<file path="src/rtl/sram1rw_arb2.sv">
// sram1rw_arb2 -- sequencer and two-port arbiter for one SRAM1RW256x8 single-port macro.
// After reset it zero-fills the array (INIT). It then shares the macro between port 0 and
// port 1 using a valid/ready handshake (RUN). Read data returns on one shared response channel.
// Latency: a read accepted at edge T is read by the macro at T+1 and reported after edge T+2.
// Backpressure: ready is combinational from valid; the response channel has no backpressure.
//
// Ports:
//   clk, rst_n            clock (also the macro CE) and async active-low reset
//   p0_*/p1_*             request channels: valid, ready, we, addr, wdata
//   rsp_valid/port/data   one-cycle read response tagged with the originating port
//   init_done             zero-fill complete; requests may be accepted
//   sram_a/csb/web/oeb/i  registered drive to the macro (control pins active-low)
//   sram_o                macro read data
//
// Build option: define SRAM_ARB_FIXED_PRIO_EN to give port 0 fixed priority on ties.
// Port 1 can then starve. By default the two ports alternate on ties (round-robin).

module sram1rw_arb2 #(
   parameter int            AW         = 8,
   parameter int            DW         = 8,
   parameter logic [DW-1:0] INIT_VALUE = '0
) (
   input  logic          clk,
   input  logic          rst_n,

   input  logic          p0_valid,
   output logic          p0_ready,
   input  logic          p0_we,
   input  logic [AW-1:0] p0_addr,
   input  logic [DW-1:0] p0_wdata,

   input  logic          p1_valid,
   output logic          p1_ready,
   input  logic          p1_we,
   input  logic [AW-1:0] p1_addr,
   input  logic [DW-1:0] p1_wdata,

   output logic          rsp_valid,
   output logic          rsp_port,
   output logic [DW-1:0] rsp_data,

   output logic          init_done,

   output logic [AW-1:0] sram_a,
   output logic          sram_csb,
   output logic          sram_web,
   output logic          sram_oeb,
   output logic [DW-1:0] sram_i,
   input  logic [DW-1:0] sram_o
);

   typedef enum logic {
      ST_INIT = 1'b0,
      ST_RUN  = 1'b1
   } state_t;

   state_t        state, state_nxt;
   logic [AW-1:0] cnt, cnt_nxt;

   // Next values for the registered macro drive
   logic          csb_nxt, web_nxt;
   logic [AW-1:0] a_nxt;
   logic [DW-1:0] i_nxt;

   // Read pipeline: stage 1 = macro command cycle, stage 2 = macro output cycle
   logic          s1_rd, s1_rd_nxt;
   logic          s1_port, s1_port_nxt;
   logic          s2_port;

   logic          grant0, grant1;

   // ------------------------------------------------------------------
   // Arbitration
   // ------------------------------------------------------------------
`ifdef SRAM_ARB_FIXED_PRIO_EN
   assign grant0 = p0_valid;
   assign grant1 = p1_valid & ~p0_valid;
`else
   // Port that won the most recent accepted transfer. The reset value is 1,
   // so port 0 takes the first tie.
   logic last_grant;

   assign grant0 = p0_valid & (~p1_valid |  last_grant);
   assign grant1 = p1_valid & (~p0_valid | ~last_grant);

   always_ff @(posedge clk or negedge rst_n) begin
      if (!rst_n) begin
         last_grant <= 1'b1;
      end else if (p1_ready) begin
         last_grant <= 1'b1;
      end else if (p0_ready) begin
         last_grant <= 1'b0;
      end
   end
`endif

   // ------------------------------------------------------------------
   // FSM: next state, handshake and next macro command
   // ------------------------------------------------------------------
   always_comb begin
      state_nxt   = state;
      cnt_nxt     = cnt;
      csb_nxt     = 1'b1;
      web_nxt     = 1'b1;
      a_nxt       = sram_a;   // address and data hold while idle
      i_nxt       = sram_i;
      s1_rd_nxt   = 1'b0;
      s1_port_nxt = s1_port;
      p0_ready    = 1'b0;
      p1_ready    = 1'b0;

      case (state)
         ST_INIT: begin
            csb_nxt = 1'b0;
            web_nxt = 1'b0;
            a_nxt   = cnt;
            i_nxt   = INIT_VALUE;
            cnt_nxt = cnt + AW'(1);
            // The last address is issued on this edge, so RUN starts right after it.
            if (cnt == {AW{1'b1}}) begin
               state_nxt = ST_RUN;
            end
         end

         ST_RUN: begin
            p0_ready = grant0;
            p1_ready = grant1;
            if (grant0) begin
               csb_nxt     = 1'b0;
               web_nxt     = ~p0_we;
               a_nxt       = p0_addr;
               i_nxt       = p0_wdata;
               s1_rd_nxt   = ~p0_we;
               s1_port_nxt = 1'b0;
            end else if (grant1) begin
               csb_nxt     = 1'b0;
               web_nxt     = ~p1_we;
               a_nxt       = p1_addr;
               i_nxt       = p1_wdata;
               s1_rd_nxt   = ~p1_we;
               s1_port_nxt = 1'b1;
            end
         end

         default: begin
            state_nxt = ST_INIT;
         end
      endcase
   end

   always_ff @(posedge clk or negedge rst_n) begin
      if (!rst_n) begin
         state <= ST_INIT;
         cnt   <= '0;
      end else begin
         state <= state_nxt;
         cnt   <= cnt_nxt;
      end
   end

   assign init_done = (state == ST_RUN);

   // ------------------------------------------------------------------
   // Macro command register (stage 1)
   // ------------------------------------------------------------------
   always_ff @(posedge clk or negedge rst_n) begin
      if (!rst_n) begin
         sram_csb <= 1'b1;
         sram_web <= 1'b1;
         sram_a   <= '0;
         sram_i   <= '0;
         s1_rd    <= 1'b0;
         s1_port  <= 1'b0;
      end else begin
         sram_csb <= csb_nxt;
         sram_web <= web_nxt;
         sram_a   <= a_nxt;
         sram_i   <= i_nxt;
         s1_rd    <= s1_rd_nxt;
         s1_port  <= s1_port_nxt;
      end
   end

   // ------------------------------------------------------------------
   // Read return: stage 2 enables the macro output, then the data is captured.
   // An asynchronous reset clears every stage, so an in-flight read never responds.
   // ------------------------------------------------------------------
   always_ff @(posedge clk or negedge rst_n) begin
      if (!rst_n) begin
         sram_oeb  <= 1'b1;
         s2_port   <= 1'b0;
         rsp_valid <= 1'b0;
         rsp_port  <= 1'b0;
         rsp_data  <= '0;
      end else begin
         sram_oeb  <= ~s1_rd;
         s2_port   <= s1_port;
         rsp_valid <= ~sram_oeb;
         if (!sram_oeb) begin
            rsp_port <= s2_port;
            rsp_data <= sram_o;
         end
      end
   end

endmodule
</file>
<file path="config.mk">
export PLATFORM = sky130hd
export DESIGN_NAME = sram1rw_arb2
export DESIGN_NICKNAME = d
export VERILOG_FILES = /design/src/rtl/sram1rw_arb2.sv
export SDC_FILE = /design/constraint.sdc
export NUM_CORES = 1
export LEC_CHECK = 0
export ABC_AREA = 1
export BUFFER_PORTS_ARGS = -buffer_cell sky130_fd_sc_hd__buf_2
export CORE_MARGIN = 1
export CORE_UTILIZATION = 35
export DETAILED_ROUTE_END_ITERATION = 7
export SYNTH_ARGS = -nofsm -noshare
export SYNTH_HDL_FRONTEND = slang
export SYNTH_SLANG_ARGS = --single-unit
</file>
<file path="constraint.sdc">
create_clock -name clk -period 2.2 [get_ports clk]
set_clock_uncertainty 0.15 [all_clocks]
set_input_delay 0.44 -clock clk [delete_from_list [all_inputs] [get_ports clk]]
set_output_delay 0.44 -clock clk [all_outputs]
set_load 0.02 [all_outputs]
</file>
Yosys cells after proc, flatten, opt, wreduce, memory -nomap -nowiden
Cells that the tools add are included.
Widths: inputs -> output; s select.
{"block": "word_totals", "reg_bits": 42, "out_inout_bits": 32, "elab_cells": 55}
{"block": "op_classes", "addsub": 1, "n_eq_ne": 2, "n_mux": 23, "n_bitwise": 12, "reduce_logical": 3}
{"op": "$mux 8", "n": 4}
{"op": "$pmux 8 s2", "n": 2}
{"op": "$mux 1", "n": 15}
{"op": "$add 8x1->8 const B", "n": 1}
{"op": "$eq 8x8->1 const B", "n": 1}
{"op": "$not 1->1", "n": 8}
{"op": "$pmux 1 s2", "n": 2}
{"op": "$reduce_bool 2->1", "n": 2}
{"op": "$ne 3x1->1 const B", "n": 1}
{"op": "$and 1x1->1", "n": 2}
{"op": "$or 1x1->1", "n": 2}
{"op": "$reduce_and 2->1", "n": 1}

Logic depth before layout (Yosys ltp)
{"block": "depth", "word_depth": 6, "mapped_depth": 7}

Worst setup path before layout
Ideal clock, no wire load.
{"block": "synth_path", "path_kind": "register to output", "start": "reg state (netlist: init_done)", "end": "out p0_ready", "t_arrival_ns": 1.194, "path_slack_ns": 0.416, "path_stages_with_launch": 5, "path_cell_list": "dfrtp_1 > buf_6 > inv_1 > buf_4 > nor2_1"}
{"block": "synth_between", "elab_chain_cells": 1}
{"element": "start, declared", "line": "57", "source": "state_t state, state_nxt;"}
{"element": "start signal, assigned", "line": "156", "source": "state <= state_nxt;"}
{"element": "$mux 1", "line": "112", "source": "case (state)"}
{"element": "end, declared", "line": "27", "source": "output logic p0_ready,"}
Every way passes these cells.

Worst setup path in the final report
{"block": "layout_path", "start": "reg last_grant", "end": "out p0_ready"}
{"block": "layout_between", "elab_chain_cells": 3}
{"element": "start, declared", "line": "81", "source": "logic last_grant;"}
{"element": "start signal, assigned", "line": "88", "source": "last_grant <= 1'b1;"}
{"element": "start signal, assigned", "line": "90", "source": "last_grant <= 1'b1;"}
{"element": "start signal, assigned", "line": "92", "source": "last_grant <= 1'b0;"}
{"element": "$or 1x1->1", "line": "83", "source": "assign grant0 = p0_valid & (~p1_valid | last_grant);"}
{"element": "$and 1x1->1", "line": "83"}
{"element": "$mux 1", "line": "112"}
Every way passes these cells.

==> run_results.csv <==
group,metric,value,unit
run_status,status,"completed",
critical_path,end_kind,"output port",
sta,relSlewSlack,0.6511,
floorplanning,dieArea,0.006279,mm^2
floorplanning,io_pins,78,
critical_path,cp.buffers_inverters,2,
sta,fin_crit,2099,ps
pwr,p_leak,1.556,nW
synth,yosysUniqueCellTypes,23,
clock_network,clkSinkCount,42,
critical_path,required,1610,ps
floorplanning,start_util,0.3701,
drt,vias,1876,
sta,worst_slew_pin_slew,523.4,ps
pwr,power_density,554.9,mW/mm^2
drt,postRouteAntennaNets,0,
pwr,swShare,0.2618,
drt,vias_per_cell,4.467,
placed_design,dp.cells,412,
sta,min_period_over_period,0.9543,
pwr,switching_power,0.3794,mW
critical_path,path_delay_family,"flip-flops",
grt,grt_pass1_vias,1726,
drt,wl_per_cell,10.96,um
clock_network,max-clock-path-buffers,2,
floorplanning,core_area,0.005642,mm^2
pwr,clkPwrFrac,0.358,
clock_network,cts_tree,"built",
final_layout,nets,394,
pwr,internal-power,1.070,mW
critical_path,critical_path_depth,5,
clock_network,cts_made_buffers,5,
drt,firstDrtPassIters,4,
final_layout,final_layout_size_suffix_gt1_frac,0.2902,
synth,avgSynthCellArea,7.821,um^2
sta,rsz0062_at_grt,"false",
placed_design,io_buffers,77,
synth,ys_seq_area_frac,0.5057,
final_layout,insertedDiodeCount,0,
sta,hold_viol,0,
clock_network,clk_latency,300,ps
pwr,p_comb_frac,0.100,
floorplanning,fp.dieW,79.24,um
critical_path,slowest_delay,560,ps
critical_path,path_max_fanout,10,
sta,setup_viol,0,
critical_path,arrival,1510,ps
grt,antenna_found_initial,0,
placed_design,gp_congestion,0.7983,
synth,syn_area,0.002088,mm^2
sta,tns,0,ps
job,drv_cap,0,
hold_path,hold_class,"in2async",
sta,slew_violations,0,
floorplanning,die_y,79.24,um
final_layout,final_cell_count_no_fill,420,
clock_network,cts_root_buf,"clkbuf_8",
grt,grt.total_usage,0.1605,
critical_path,rrSetupSlack,690,ps
synth,yosys_warnings,0,
synth,synth_seq_cells,42,
synth,synth_fp_nets,314,
drt,drtIter0Drc,87,
final_layout,area_growth_syn_to_layout,25.04,%
grt,overflow,0,
clock_network,htreeDepth,2,
critical_path,criticalPathCategory,"reg2out",
critical_path,cpMaxStageDelayCell,"dfstp_2",
grt,grt_max_degree,43,
pwr,ir_worst_vdd,0.2780,mV
pwr,seqPwrFrac,0.542,
placed_design,dpl.hpwl,3364,um
clock_network,cts.clk_slew.worst_paths,80,ps
drt,drcViolationCount,0,
critical_path,worst_r2r_path_depth,5,
final_layout,fillers,574,
floorplanning,rows,27,
synth,postSynthCellCount,267,
drt,wl,4605,um
sta,fmax,0.4763,GHz
grt,grt_pass1_wl,7741,um
critical_path,start_kind,"flip-flop",
critical_path,cp_cell_sequence,"inv_1, nand2_2, nand2_4, nor2_1, buf_2",
[final timing paths]
check | startpoint | to
worst min register to register | s1_rd$_DFF_PN0_ | sram_oeb$_DFF_PN1_
worst min-delay path | rst_n | cnt[7]$_DFFE_PN0N_
min in group clk | p1_we | sram_web$_DFF_PN1_
worst max-delay path | last_grant$_DFFE_PN1P_ | p0_ready
max in group asynchronous | rst_n | sram_web$_DFF_PN1_
worst max register to register | last_grant$_DFFE_PN1P_ | sram_i[7]$_DFFE_PN0P_
[sequential cells by signal (all words and copies together) (netlist names), 8 cells and up]
name      flops
cnt           8
rsp_data      8
sram_a        8
sram_i        8
[logic make-up (layout without fill, tap and decap cells)]
kind of cell / count (synthesis) / count (layout) / share of synthesized area
AOI/OAI and AO/OA: 6 / 6 / 0.02217
and+or+nand+nor: 178 / 178 / 0.3553
xor gates and xnor gates: 4 / 4 / 0.01677
adders and majority gates: 1 / 1 / 0.005991
buffers and inverters: 36 / 117 / 0.09406
DFF: 42 / 42 / 0.5057
[power by group through the flow]
stage	Sequential, mW	Combinational, mW	Clock (mW)
CTS	0.785	0.147	0.544
global placement	0.800	0.146	0
floorplan	0.810	0.0635	0
detailed placement	0.800	0.147	0
global route	0.786	0.166	0.579
finish	0.785	0.145	0.519
[synthesized netlist by cell type]
| cell | n | area (um^2) |
|---|---|---|
| nand4_1 | 1 | 6.260 |
| clkbuf_8 | 2 | 27.53 |
| nand4_4 | 1 | 21.27 |
| clkinv_1 | 1 | 3.750 |
| buf_2 | 1 | 5.000 |
| inv_2 | 1 | 3.750 |
| xor2_1 | 4 | 35.03 |
| nor3_1 | 1 | 5.000 |
| dfrtp_1 | 38 | 950.9 |
| nand2_2 | 4 | 25.02 |
| ha_1 | 1 | 12.51 |
| bufinv_8 | 1 | 17.52 |
| nor2_1 | 33 | 123.9 |
| a21oi_1 | 2 | 10.01 |
| nand3_1 | 28 | 140.1 |
| nand2_4 | 1 | 11.26 |
| buf_6 | 3 | 33.78 |
| dfstp_2 | 4 | 105.1 |
| buf_4 | 1 | 7.510 |
| a31oi_4 | 1 | 21.27 |
| nand2_1 | 109 | 409.1 |
| o21ai_0 | 3 | 15.01 |
| inv_1 | 26 | 97.59 |
[through the flow]
step	cell area [um^2]	utilization	worst slack (ps)	total power [mW]	hold slack (ps)
floorplan	2088	-	416.0	0.8735	-5.591
global placement	2512	0.4453	368.7	0.9454	189.9
detailed placement	2512	0.4453	364.5	0.9468	196.1
CTS	2606	0.4620	31.10	1.477	70.91
global route	2611	0.4629	8.623	1.532	83.23
finish	2611	0.4629	100.6	1.449	45.43
[placed cells by master, fill, tap and decap left out]
| master | Yosys | layout |
|---|---|---|
| clkbuf_8 | 2 | 5 |
| dfrtp_1 | 38 | 38 |
| nand2_2 | 4 | 3 |
| xor2_1 | 4 | 4 |
| a21oi_1 | 2 | 2 |
| nand2_1 | 109 | 109 |
| inv_1 | 26 | 26 |
| buf_2 | 1 | 77 |
| bufinv_8 | 1 | 1 |
| nand3_1 | 28 | 28 |
| inv_2 | 1 | 1 |
| nand4_1 | 1 | 1 |
| o21ai_0 | 3 | 3 |
| clkinvlp_4 | 0 | 1 |
| nor2_1 | 33 | 33 |
| a31oi_4 | 1 | 1 |
| nor3_1 | 1 | 1 |
| inv_6 | 0 | 1 |
| buf_4 | 1 | 3 |
| nand2_4 | 1 | 2 |
| nand4_4 | 1 | 1 |
| ha_1 | 1 | 1 |
| dfstp_2 | 4 | 4 |
| clkinv_4 | 0 | 1 |
| clkinv_1 | 1 | 1 |
[routing by layer]
layer,GRT usage,routed length [um],share of wire
met2,0.2560,2099,0.46
met3,0.03678,238,0.052
met5,0,0,0
met4,0.06727,76,0.017
met1,0.2085,2191,0.48
[cell type report]
cell class	count	area, um^2	share of cell area
Tap cell	72	90.09	0.03450
Clock buffer	5	68.82	0.02635
Clock inverter	3	25.02	0.009583
Inverter	29	122.6	0.04696
Multi-Input combinational cell	189	840.8	0.3220
Sequential cell	42	1056	0.4044
Timing Repair Buffer	80	407.9	0.1562
[what timing repair did]
item                       4_1_cts  5_1_grt
setup endpoints to repair        0        1
setup buffers                    0        0
hold buffers                     0        0
resized for setup                0        1
(Power assumes the default switching activity.)
